===== src/rtl/tour_sel_if.sv =====
// Bus between tour_sel_ctrl and its neighbours: the LFSR source, the pop_rf fitness
// read port and the parent-pair handshake to crossover. master = controller side.
interface tour_sel_if #(
  parameter int IDX_WIDTH      = 6,
  parameter int IND_FIT_LENGTH = 10,
  parameter int RAND_WIDTH     = 8
);
  logic                      start_i;
  logic [RAND_WIDTH-1:0]     rand_i;
  logic                      rd_en_o;
  logic [IDX_WIDTH-1:0]      rd_idx_o;
  logic [IND_FIT_LENGTH-1:0] rd_fit_i;
  logic                      pair_valid_o;
  logic                      pair_ready_i;
  logic [IDX_WIDTH-1:0]      parent_a_o;
  logic [IDX_WIDTH-1:0]      parent_b_o;
  logic                      busy_o;
  logic                      done_o;

  modport master (
    input  start_i, rand_i, rd_fit_i, pair_ready_i,
    output rd_en_o, rd_idx_o, pair_valid_o, parent_a_o, parent_b_o, busy_o, done_o
  );

  modport slave (
    output start_i, rand_i, rd_fit_i, pair_ready_i,
    input  rd_en_o, rd_idx_o, pair_valid_o, parent_a_o, parent_b_o, busy_o, done_o
  );
endinterface


===== src/rtl/tour_sel_ctrl.sv =====
// Tournament-selection controller: 2*NUM_PAIRS min-fitness tournaments, parent pairs out
// over valid/ready, then a done pulse. Optional macro TOUR_DISTINCT_PARENT_EN reruns B on A==B.
module tour_sel_ctrl #(
  parameter int POP_SIZE       = 40,
  parameter int IDX_WIDTH      = 6,
  parameter int IND_FIT_LENGTH = 10,
  parameter int RAND_WIDTH     = 8,
  parameter int TOUR_SIZE      = 3,
  parameter int NUM_PAIRS      = 20
) (
  input  logic       clk,
  input  logic       rst,
  tour_sel_if.master bus
);

  localparam logic [2:0] S_IDLE     = 3'd0;
  localparam logic [2:0] S_SAMPLE_A = 3'd1;
  localparam logic [2:0] S_DRAIN_A  = 3'd2;
  localparam logic [2:0] S_SAMPLE_B = 3'd3;
  localparam logic [2:0] S_DRAIN_B  = 3'd4;
  localparam logic [2:0] S_OFFER    = 3'd5;
  localparam logic [2:0] S_DONE     = 3'd6;

  localparam int CAND_W = $clog2(TOUR_SIZE);
  localparam int PAIR_W = $clog2(NUM_PAIRS + 1);

  localparam logic [CAND_W-1:0]    CAND_LAST  = CAND_W'(TOUR_SIZE - 1);
  localparam logic [PAIR_W-1:0]    PAIR_FINAL = PAIR_W'(NUM_PAIRS - 1);
  localparam logic [IDX_WIDTH:0]   POP_LIM    = (IDX_WIDTH + 1)'(POP_SIZE);
  localparam logic [IDX_WIDTH-1:0] POP_LOW    = IDX_WIDTH'(POP_SIZE);

  logic [2:0]                state_q, state_d;
  logic [CAND_W-1:0]         cand_q, cand_d;
  logic [PAIR_W-1:0]         pair_q, pair_d;
  logic [IND_FIT_LENGTH-1:0] best_fit_q, best_fit_d;
  logic [IDX_WIDTH-1:0]      best_idx_q, best_idx_d;
  logic                      cmp_vld_q, cmp_vld_d;
  logic                      cmp_first_q, cmp_first_d;
  logic [IDX_WIDTH-1:0]      cmp_idx_q, cmp_idx_d;
  logic [IDX_WIDTH-1:0]      par_a_q, par_a_d;
  logic [IDX_WIDTH-1:0]      par_b_q, par_b_d;
  logic                      done_q, done_d;
`ifdef TOUR_DISTINCT_PARENT_EN
  logic [1:0]                rerun_q, rerun_d;
`endif

  logic                 rd_en;
  logic [IDX_WIDTH-1:0] rand_low;
  logic [IDX_WIDTH:0]   rand_ext;
  logic [IDX_WIDTH-1:0] mapped_idx;
  logic [IDX_WIDTH-1:0] rd_idx;
  logic                 take;
  logic [IDX_WIDTH-1:0] win_idx;
  logic                 xfer;

  // Only the low IDX_WIDTH LFSR bits select a candidate.
  generate
    if (RAND_WIDTH > IDX_WIDTH) begin : g_rand_hi
      logic unused_rand_hi;
      assign unused_rand_hi = ^bus.rand_i[RAND_WIDTH-1:IDX_WIDTH];
    end
  endgenerate

  assign rand_low = bus.rand_i[IDX_WIDTH-1:0];
  assign rand_ext = {1'b0, rand_low};

  // Out-of-range draws fold back by one POP_SIZE; the modular subtract is exact there.
  always_comb begin
    mapped_idx = rand_low;
    if (rand_ext >= POP_LIM) begin
      mapped_idx = rand_low - POP_LOW;
    end
  end

  assign rd_en  = (state_q == S_SAMPLE_A) || (state_q == S_SAMPLE_B);
  assign rd_idx = rd_en ? mapped_idx : '0;

  // Fitness for the candidate issued last cycle is on rd_fit_i now.
  assign take    = cmp_vld_q && (cmp_first_q || (bus.rd_fit_i < best_fit_q));
  assign win_idx = take ? cmp_idx_q : best_idx_q;
  assign xfer    = (state_q == S_OFFER) && bus.pair_ready_i;

  always_comb begin
    state_d     = state_q;
    cand_d      = cand_q;
    pair_d      = pair_q;
    best_fit_d  = best_fit_q;
    best_idx_d  = best_idx_q;
    par_a_d     = par_a_q;
    par_b_d     = par_b_q;
    cmp_vld_d   = rd_en;
    cmp_first_d = rd_en && (cand_q == '0);
    cmp_idx_d   = rd_idx;
    done_d      = (state_q == S_DONE);
`ifdef TOUR_DISTINCT_PARENT_EN
    rerun_d     = rerun_q;
`endif

    if (take) begin
      best_fit_d = bus.rd_fit_i;
      best_idx_d = cmp_idx_q;
    end

    case (state_q)
      S_IDLE: begin
        if (bus.start_i) begin
          state_d = S_SAMPLE_A;
          cand_d  = '0;
          pair_d  = '0;
        end
      end
      S_SAMPLE_A: begin
        if (cand_q == CAND_LAST) begin
          cand_d  = '0;
          state_d = S_DRAIN_A;
        end else begin
          cand_d = cand_q + 1'b1;
        end
      end
      S_DRAIN_A: begin
        par_a_d = win_idx;
        state_d = S_SAMPLE_B;
`ifdef TOUR_DISTINCT_PARENT_EN
        rerun_d = '0;
`endif
      end
      S_SAMPLE_B: begin
        if (cand_q == CAND_LAST) begin
          cand_d  = '0;
          state_d = S_DRAIN_B;
        end else begin
          cand_d = cand_q + 1'b1;
        end
      end
      S_DRAIN_B: begin
        par_b_d = win_idx;
        state_d = S_OFFER;
`ifdef TOUR_DISTINCT_PARENT_EN
        // Three reruns at most; the fourth B result stands even if it matches A.
        if ((win_idx == par_a_q) && (rerun_q != 2'd3)) begin
          rerun_d = rerun_q + 2'd1;
          state_d = S_SAMPLE_B;
        end
`endif
      end
      S_OFFER: begin
        if (xfer) begin
          pair_d  = pair_q + 1'b1;
          state_d = (pair_q == PAIR_FINAL) ? S_DONE : S_SAMPLE_A;
        end
      end
      S_DONE: begin
        state_d = S_IDLE;
        pair_d  = '0;
      end
      default: begin
        state_d = S_IDLE;
        pair_d  = '0;
        cand_d  = '0;
      end
    endcase
  end

  always_ff @(posedge clk or posedge rst) begin
    if (rst) begin
      state_q     <= S_IDLE;
      cand_q      <= '0;
      pair_q      <= '0;
      best_fit_q  <= '0;
      best_idx_q  <= '0;
      cmp_vld_q   <= 1'b0;
      cmp_first_q <= 1'b0;
      cmp_idx_q   <= '0;
      par_a_q     <= '0;
      par_b_q     <= '0;
      done_q      <= 1'b0;
`ifdef TOUR_DISTINCT_PARENT_EN
      rerun_q     <= '0;
`endif
    end else begin
      state_q     <= state_d;
      cand_q      <= cand_d;
      pair_q      <= pair_d;
      best_fit_q  <= best_fit_d;
      best_idx_q  <= best_idx_d;
      cmp_vld_q   <= cmp_vld_d;
      cmp_first_q <= cmp_first_d;
      cmp_idx_q   <= cmp_idx_d;
      par_a_q     <= par_a_d;
      par_b_q     <= par_b_d;
      done_q      <= done_d;
`ifdef TOUR_DISTINCT_PARENT_EN
      rerun_q     <= rerun_d;
`endif
    end
  end

  assign bus.rd_en_o      = rd_en;
  assign bus.rd_idx_o     = rd_idx;
  assign bus.pair_valid_o = (state_q == S_OFFER);
  assign bus.parent_a_o   = par_a_q;
  assign bus.parent_b_o   = par_b_q;
  assign bus.busy_o       = (state_q != S_IDLE);
  assign bus.done_o       = done_q;

endmodule


===== src/flat_wrapper.sv =====
// flat-port wrapper written by rule: the top's interface ports become plain ports
module tour_sel_ctrl_flat 
#(
  parameter int POP_SIZE       = 40,
  parameter int IDX_WIDTH      = 6,
  parameter int IND_FIT_LENGTH = 10,
  parameter int RAND_WIDTH     = 8,
  parameter int TOUR_SIZE      = 3,
  parameter int NUM_PAIRS      = 20
)
  (clk, rst, bus_start_i, bus_rand_i, bus_rd_fit_i, bus_pair_ready_i, bus_rd_en_o, bus_rd_idx_o, bus_pair_valid_o, bus_parent_a_o, bus_parent_b_o, bus_busy_o, bus_done_o);
  tour_sel_if #(.IDX_WIDTH(IDX_WIDTH), .IND_FIT_LENGTH(IND_FIT_LENGTH), .RAND_WIDTH(RAND_WIDTH)) bus_i ();
  input  logic clk;
  input  logic rst;
  input wire logic [$bits(bus_i.start_i)-1:0] bus_start_i;
  input wire logic [$bits(bus_i.rand_i)-1:0] bus_rand_i;
  input wire logic [$bits(bus_i.rd_fit_i)-1:0] bus_rd_fit_i;
  input wire logic [$bits(bus_i.pair_ready_i)-1:0] bus_pair_ready_i;
  output wire logic [$bits(bus_i.rd_en_o)-1:0] bus_rd_en_o;
  output wire logic [$bits(bus_i.rd_idx_o)-1:0] bus_rd_idx_o;
  output wire logic [$bits(bus_i.pair_valid_o)-1:0] bus_pair_valid_o;
  output wire logic [$bits(bus_i.parent_a_o)-1:0] bus_parent_a_o;
  output wire logic [$bits(bus_i.parent_b_o)-1:0] bus_parent_b_o;
  output wire logic [$bits(bus_i.busy_o)-1:0] bus_busy_o;
  output wire logic [$bits(bus_i.done_o)-1:0] bus_done_o;
  assign bus_i.start_i = bus_start_i;
  assign bus_i.rand_i = bus_rand_i;
  assign bus_i.rd_fit_i = bus_rd_fit_i;
  assign bus_i.pair_ready_i = bus_pair_ready_i;
  assign bus_rd_en_o = bus_i.rd_en_o;
  assign bus_rd_idx_o = bus_i.rd_idx_o;
  assign bus_pair_valid_o = bus_i.pair_valid_o;
  assign bus_parent_a_o = bus_i.parent_a_o;
  assign bus_parent_b_o = bus_i.parent_b_o;
  assign bus_busy_o = bus_i.busy_o;
  assign bus_done_o = bus_i.done_o;
  tour_sel_ctrl #(.POP_SIZE(POP_SIZE), .IDX_WIDTH(IDX_WIDTH), .IND_FIT_LENGTH(IND_FIT_LENGTH), .RAND_WIDTH(RAND_WIDTH), .TOUR_SIZE(TOUR_SIZE), .NUM_PAIRS(NUM_PAIRS)) u_core (.clk(clk), .rst(rst), .bus(bus_i));
endmodule

===== config.mk =====
export PLATFORM = sky130hd
export DESIGN_NAME = tour_sel_ctrl_flat
export DESIGN_NICKNAME = d
export VERILOG_FILES = /design/src/rtl/tour_sel_if.sv /design/src/rtl/tour_sel_ctrl.sv /design/src/flat_wrapper.sv
export SDC_FILE = /design/constraint.sdc
export NUM_CORES = 1
export LEC_CHECK = 0
export CAP_MARGIN = 20
export CORE_ASPECT_RATIO = 0.9
export CORE_UTILIZATION = 54
export DETAILED_ROUTE_END_ITERATION = 10
export PLACE_DENSITY_LB_ADDON = 0.25
export SETUP_SLACK_MARGIN = 0.15
export SLEW_MARGIN = 5
export SYNTH_ARGS = -nofsm -noshare
export SYNTH_HDL_FRONTEND = slang
export SYNTH_SLANG_ARGS = --single-unit

===== constraint.sdc =====
create_clock -name clk -period 3.3 [get_ports clk]
set_input_delay 0.66 -clock clk [delete_from_list [all_inputs] [get_ports clk]]
set_output_delay 0.66 -clock clk [all_outputs]
set_load 0.03 [all_outputs]

* Word-level counts from Yosys, hierarchy flattened
Index checks and enable logic that the tools add are counted.
** Storage, ports and cells
- Register bits :: 47
- Bits of input ports :: 22
** Cells by class
- Add/sub/neg operators :: 3
- Order comparisons :: 2
- Equality and inequality tests :: 12
- Multiplexer cells :: 15
- Bitwise operators :: 2
- Reductions and logical operators :: 14
** Operators by type and width (number)
- $mux 6 :: 3
- $pmux 3 s6 :: 1
- $mux 3 :: 5
- $pmux 5 s3 :: 1
- $lt 10x10->1 :: 1
- $mux 5 :: 2
- $eq 3x3->1 const B :: 3
- $reduce_or 4->1 :: 2
- $eq 3x2->1 const B :: 2
- $ge 6x6->1 const B :: 1
- $ne 2x2->1 const B :: 3
- $pmux 2 s3 :: 1
- $sub 6x6->6 const B :: 1
- $add 5x1->5 const B :: 1
- $eq 5x5->1 const B :: 1
- $mux 2 :: 2
- $reduce_and 4->1 :: 1
- $eq 3x1->1 const B :: 1
- $logic_and 1x1->1 :: 3
- $logic_not 3->1 :: 1
- $reduce_and 3->1 :: 1
- $reduce_bool 3->1 :: 1
- $add 2x1->2 const B :: 1
- $eq 2x2->1 const B :: 1
- other kinds (6) :: 8

* Longest topological paths before layout
- Depth in word-level cells :: 4
- Gate-level depth with buffers :: 8

* Worst setup path after synthesis
Ideal clock, no wire load.
- Path type :: input -> output
- Start :: input bus_rand_i[3]
- End :: output bus_rd_idx_o[4]
- Data arrival time :: 1764 ps
- Required time :: 2640 ps
- Setup slack :: 876 ps
- Stages on the path :: 3
- Path buffers :: 0
- Path through :: inv_1 ha_1 a211oi_1
** On the way
- Word-level cells in the longest chain between the ends :: 3
** Ends and longest elaborated chain
- from (decl) :: RTL line flat_wrapper.sv:16 : input wire logic [$bits(bus_i.rand_i)-1:0] bus_rand_i;
- $sub 6x6->6 / $ge 6x6->1 (equally long branches) :: RTL line tour_sel_ctrl.sv:71, tour_sel_ctrl.sv:70
- $mux 6 (*) :: RTL line tour_sel_ctrl.sv:70 : if (rand_ext >= POP_LIM) begin
- $mux 6 (*) :: RTL line tour_sel_ctrl.sv:76 : assign rd_idx = rd_en ? mapped_idx : '0;
- to (decl) :: RTL line flat_wrapper.sv:20 : output wire logic [$bits(bus_i.rd_idx_o)-1:0] bus_rd_idx_o;
Mark *: on every way between the ends. The rest lies on a longest branch, timed or not.

* Worst setup path after layout
- Start :: input bus_rand_i[3]
- End :: output bus_rd_idx_o[5]
Same word-level chain as after synthesis.

==> summary.md <==
| Metric | Value |
|---|---|
| Total congestion overflow | `0` |
| Worst-skew pair later-pin latency | `between 0.2 and 0.3 ns` |
| Post-synth EDFFs | `0` |
| Setup TNS | `0 ns` |
| Die width | `68.8 um` |
| Yosys cell types | `29` |
| FFs w/ async S/R, synth | `100%` |
| Max FO, Critical Path | `4` |
| Status | `finished clean` |
| DRT Pass-1 Iters | `4` |
| GRT Util Overall | `about a fifth` |
| Design Power | `approximately 2.5 mW` |
| Pin count of the biggest net entering global routing | `48` |
| Synth area leader | `dfrtp_1` |
| Clock Sinks | `47` |
| Core ar. | `~3800 sq um` |
| Area growth syn-to-layout | `24.6%` |
| Startpoint types | `input port` |
| CTS Buf Count | `5` |
| # fillers | `304` |
| RSZ-0062 raised after global routing | `no` |
| I/O pins | `44` |
| Crit-path most repeated cell | `clkdlybuf4s50_1` |
| Post-DP HPWL | `2820 um` |
| Relative slew margins | `roughly 39%` |
| Vias in the first global route | `about 1500` |
| Postcts setup bufs | `0` |
| Fin util | `a little under three quarters` |
| Sum of buffers and inverters on the critical path | `3` |
| Longest Clk Path Bufs | `2` |
| Fin. Hold Viols | `0` |
| Pwr/cell area | `920 nW/um^2` |
| Die area | `4270 sq um` |
| Vias/cell | `between 5 and 6` |
| Final worst path period need | `approximately 2.9 ns` |
| CP Capture Type | `primary output` |
| Die Ht | `about 62 um` |
| Top cells by area, synth | `dfrtp_1, ha_1, a21oi_1` |
| Worst Max-Slew Pin Slew | `approximately 0.92 ns` |
| R2r setup slk | `1.02 ns` |
| GR met3 Demand/Resource | `4.01%` |
| Register Area | `around 1200 sq um` |
| TritonCTS clock tree | `done` |
| Initial antenna violation count | `0` |
| Register bit count reported by yosys | `47` |
| Max-slew violations | `0` |
| Cell count after synthesis | `between 200 and 250` |
| H-tree levels | `2` |
| CP max stage cell | `clkdlybuf4s50_1` |
| Synth Flop Type | `dfrtp_1` |
| Ant. Diodes | `0` |
| CP top delay family | `buffers and inverters` |
| FMAX | `approximately 340 MHz` |
| Root Driver | `clkbuf_8` |
| Nets | `287` |
| Post-Syn Area | `about 2200 sq um` |
| Post-Syn Nets | `about 240` |
| Worst path required time | `between 2 and 3 ns` |
| Total number of vias | `~1600` |
| Max Clock Skew | `approximately 0.0038 ns` |
| Maximum VDD drop | `0.583 mV` |
| Port Buffers | `a little over 40` |
| Leakage power total | `between 1 and 1.5 nW` |
| DRC viols | `0` |
| Drt total wl | `3820 um` |
| Crit path DAT | `approximately 2.3 ns` |
| Starting density of the core | `between 50% and 60%` |
| HP Class | `flop to flop` |
| Worst path max stage delay | `a little under 0.6 ns` |
| Area share of the largest cell type after synthesis | `a little over half` |
| Worst path cell trace | `clkdlybuf4s50_1 -> inv_1 -> ha_1 -> o211a_1 -> clkdlybuf4s50_1` |
| Global Route met2 Usage | `between 30% and 40%` |
| Layout cell share with drive strength beyond 1 | `under 10%` |
| Crit Path Class | `input port to primary output` |
| Setup-failing EPs final | `0` |
| Area occupied by multi-input gates | `slightly below 900 sq um` |
| First-pass GRT wire length | `6380 um` |
| Average size of a mapped cell | `approximately 10 sq um` |
| Synth Warn # | `0` |
| Antenna-violating nets left | `0` |
| RePlAce Congestion | `roughly 0.83` |
| 1st-iter DRT viols | `between 70 and 80` |
| WL/cell | `about 13 um` |
| # rows | `21` |
| Met1 Track Usage GR | `26.9%` |
| # Max-Cap Violations | `0` |
| Busiest grt layer | `met2` |
| Period utilisation layout | `between 80% and 90%` |
| Sequential fraction of the synthesis area | `around 54%` |
| CTS clock-pin slew for the worst setup and hold paths | `0.08 ns` |
registers in the layout, indices dropped and copies added, names as in the netlist:
signal / count
u_core.best_fit_q: 10
u_core.best_idx_q: 6
u_core.bus.parent_a_o: 6
u_core.bus.parent_b_o: 6
u_core.cmp_idx_q: 6
u_core.pair_q: 5
u_core.state_q: 3
u_core.cand_q: 2
u_core.bus.done_o: 1
u_core.cmp_first_q: 1
u_core.cmp_vld_q: 1
power by group:
part           switching, mW  internal [mW]
clock network          0.171          0.141
registers              0.145          0.812
logic                  0.672          0.540
per-layer routing:
layer	share of wire, %	wire (um)
met1	49	1870
met5	0	0
met4	0.71	27
met3	3.7	142
met2	47	1780
synth_stat cells, types with 4 or more instances:
library cell  instances
clkbuf_1              4
inv_1                24
nand2_1              15
o21ai_0               9
nand3_1               6
dfrtp_1              47
nor3_1                4
ha_1                 11
a21oi_1              25
mux2_2               10
nand2b_1              4
nor2_1               19
mux2i_1               6
cell families after synthesis:
family	after synthesis	synth area share, %
fa+ha+maj	11	6.35
mux	16	7.97
simple gates	55	11.5
buf+inv	29	5.55
flops	47	54.3
compound gates	50	14.3
cell usage in the layout, fill, tap and decap left out, types with 2 or more instances in the layout:
master,synthesis,final
clkbuf_8,0,5
o22ai_1,2,2
nand4_1,2,2
a21oi_1,25,25
nor3_1,4,4
clkdlybuf4s50_1,0,40
inv_1,24,23
mux2i_1,6,6
and2_1,3,3
buf_4,0,3
nor2_1,19,19
nand2_1,15,15
nand3_1,6,6
a211oi_1,3,3
a21o_1,3,3
mux2_2,10,10
dfrtp_1,47,47
o21ai_0,9,9
ha_1,11,11
nand2b_1,4,4
area by class of cell:
cell class,instances,share of cell area [%]
inverter,24,3.34
multi-input combinational,132,32.2
timing repair buffer,44,16.0
sequential,47,43.6
tap,46,2.13
clock buffer,6,2.69
stage by stage:
| stage | setup WS (ns) | hold slack (ns) | area (sq um) | std cells |
|---|---|---|---|---|
| after floorplan | 0.876 | 0.453 | 2170 | 208 |
| after global placement | 0.102 | 0.485 | 2630 | 293 |
| after detailed placement | 0.0699 | 0.479 | 2630 | 293 |
| after CTS | 0.355 | 0.504 | 2700 | 299 |
| after global routing | 0.233 | 0.534 | 2700 | 299 |
| final | 0.355 | 0.509 | 2700 | 299 |
what timing repair did:
item	in CTS	in global routing
setup endpoints to repair	1	0
resized for setup	1	0
hold buffers	0	0
hold endpoints to repair	0	0
path summary, 6_finish.rpt:
path / from / endpoint / depth (start not counted)
max in group asynchronous: rst / u_core.best_fit_q[6] / 2
worst min register to register: u_core.cand_q[1] / u_core.cmp_first_q / 1
worst max register to register: u_core.best_fit_q[9] / u_core.best_fit_q[1] / 7
min in group asynchronous: rst / u_core.pair_q[1] / 2
worst max-delay path: bus_rand_i[3] / bus_rd_idx_o[5] / 5
worst min-delay path: u_core.cand_q[1] / u_core.cmp_first_q / 1
(Power assumes the default switching activity.)
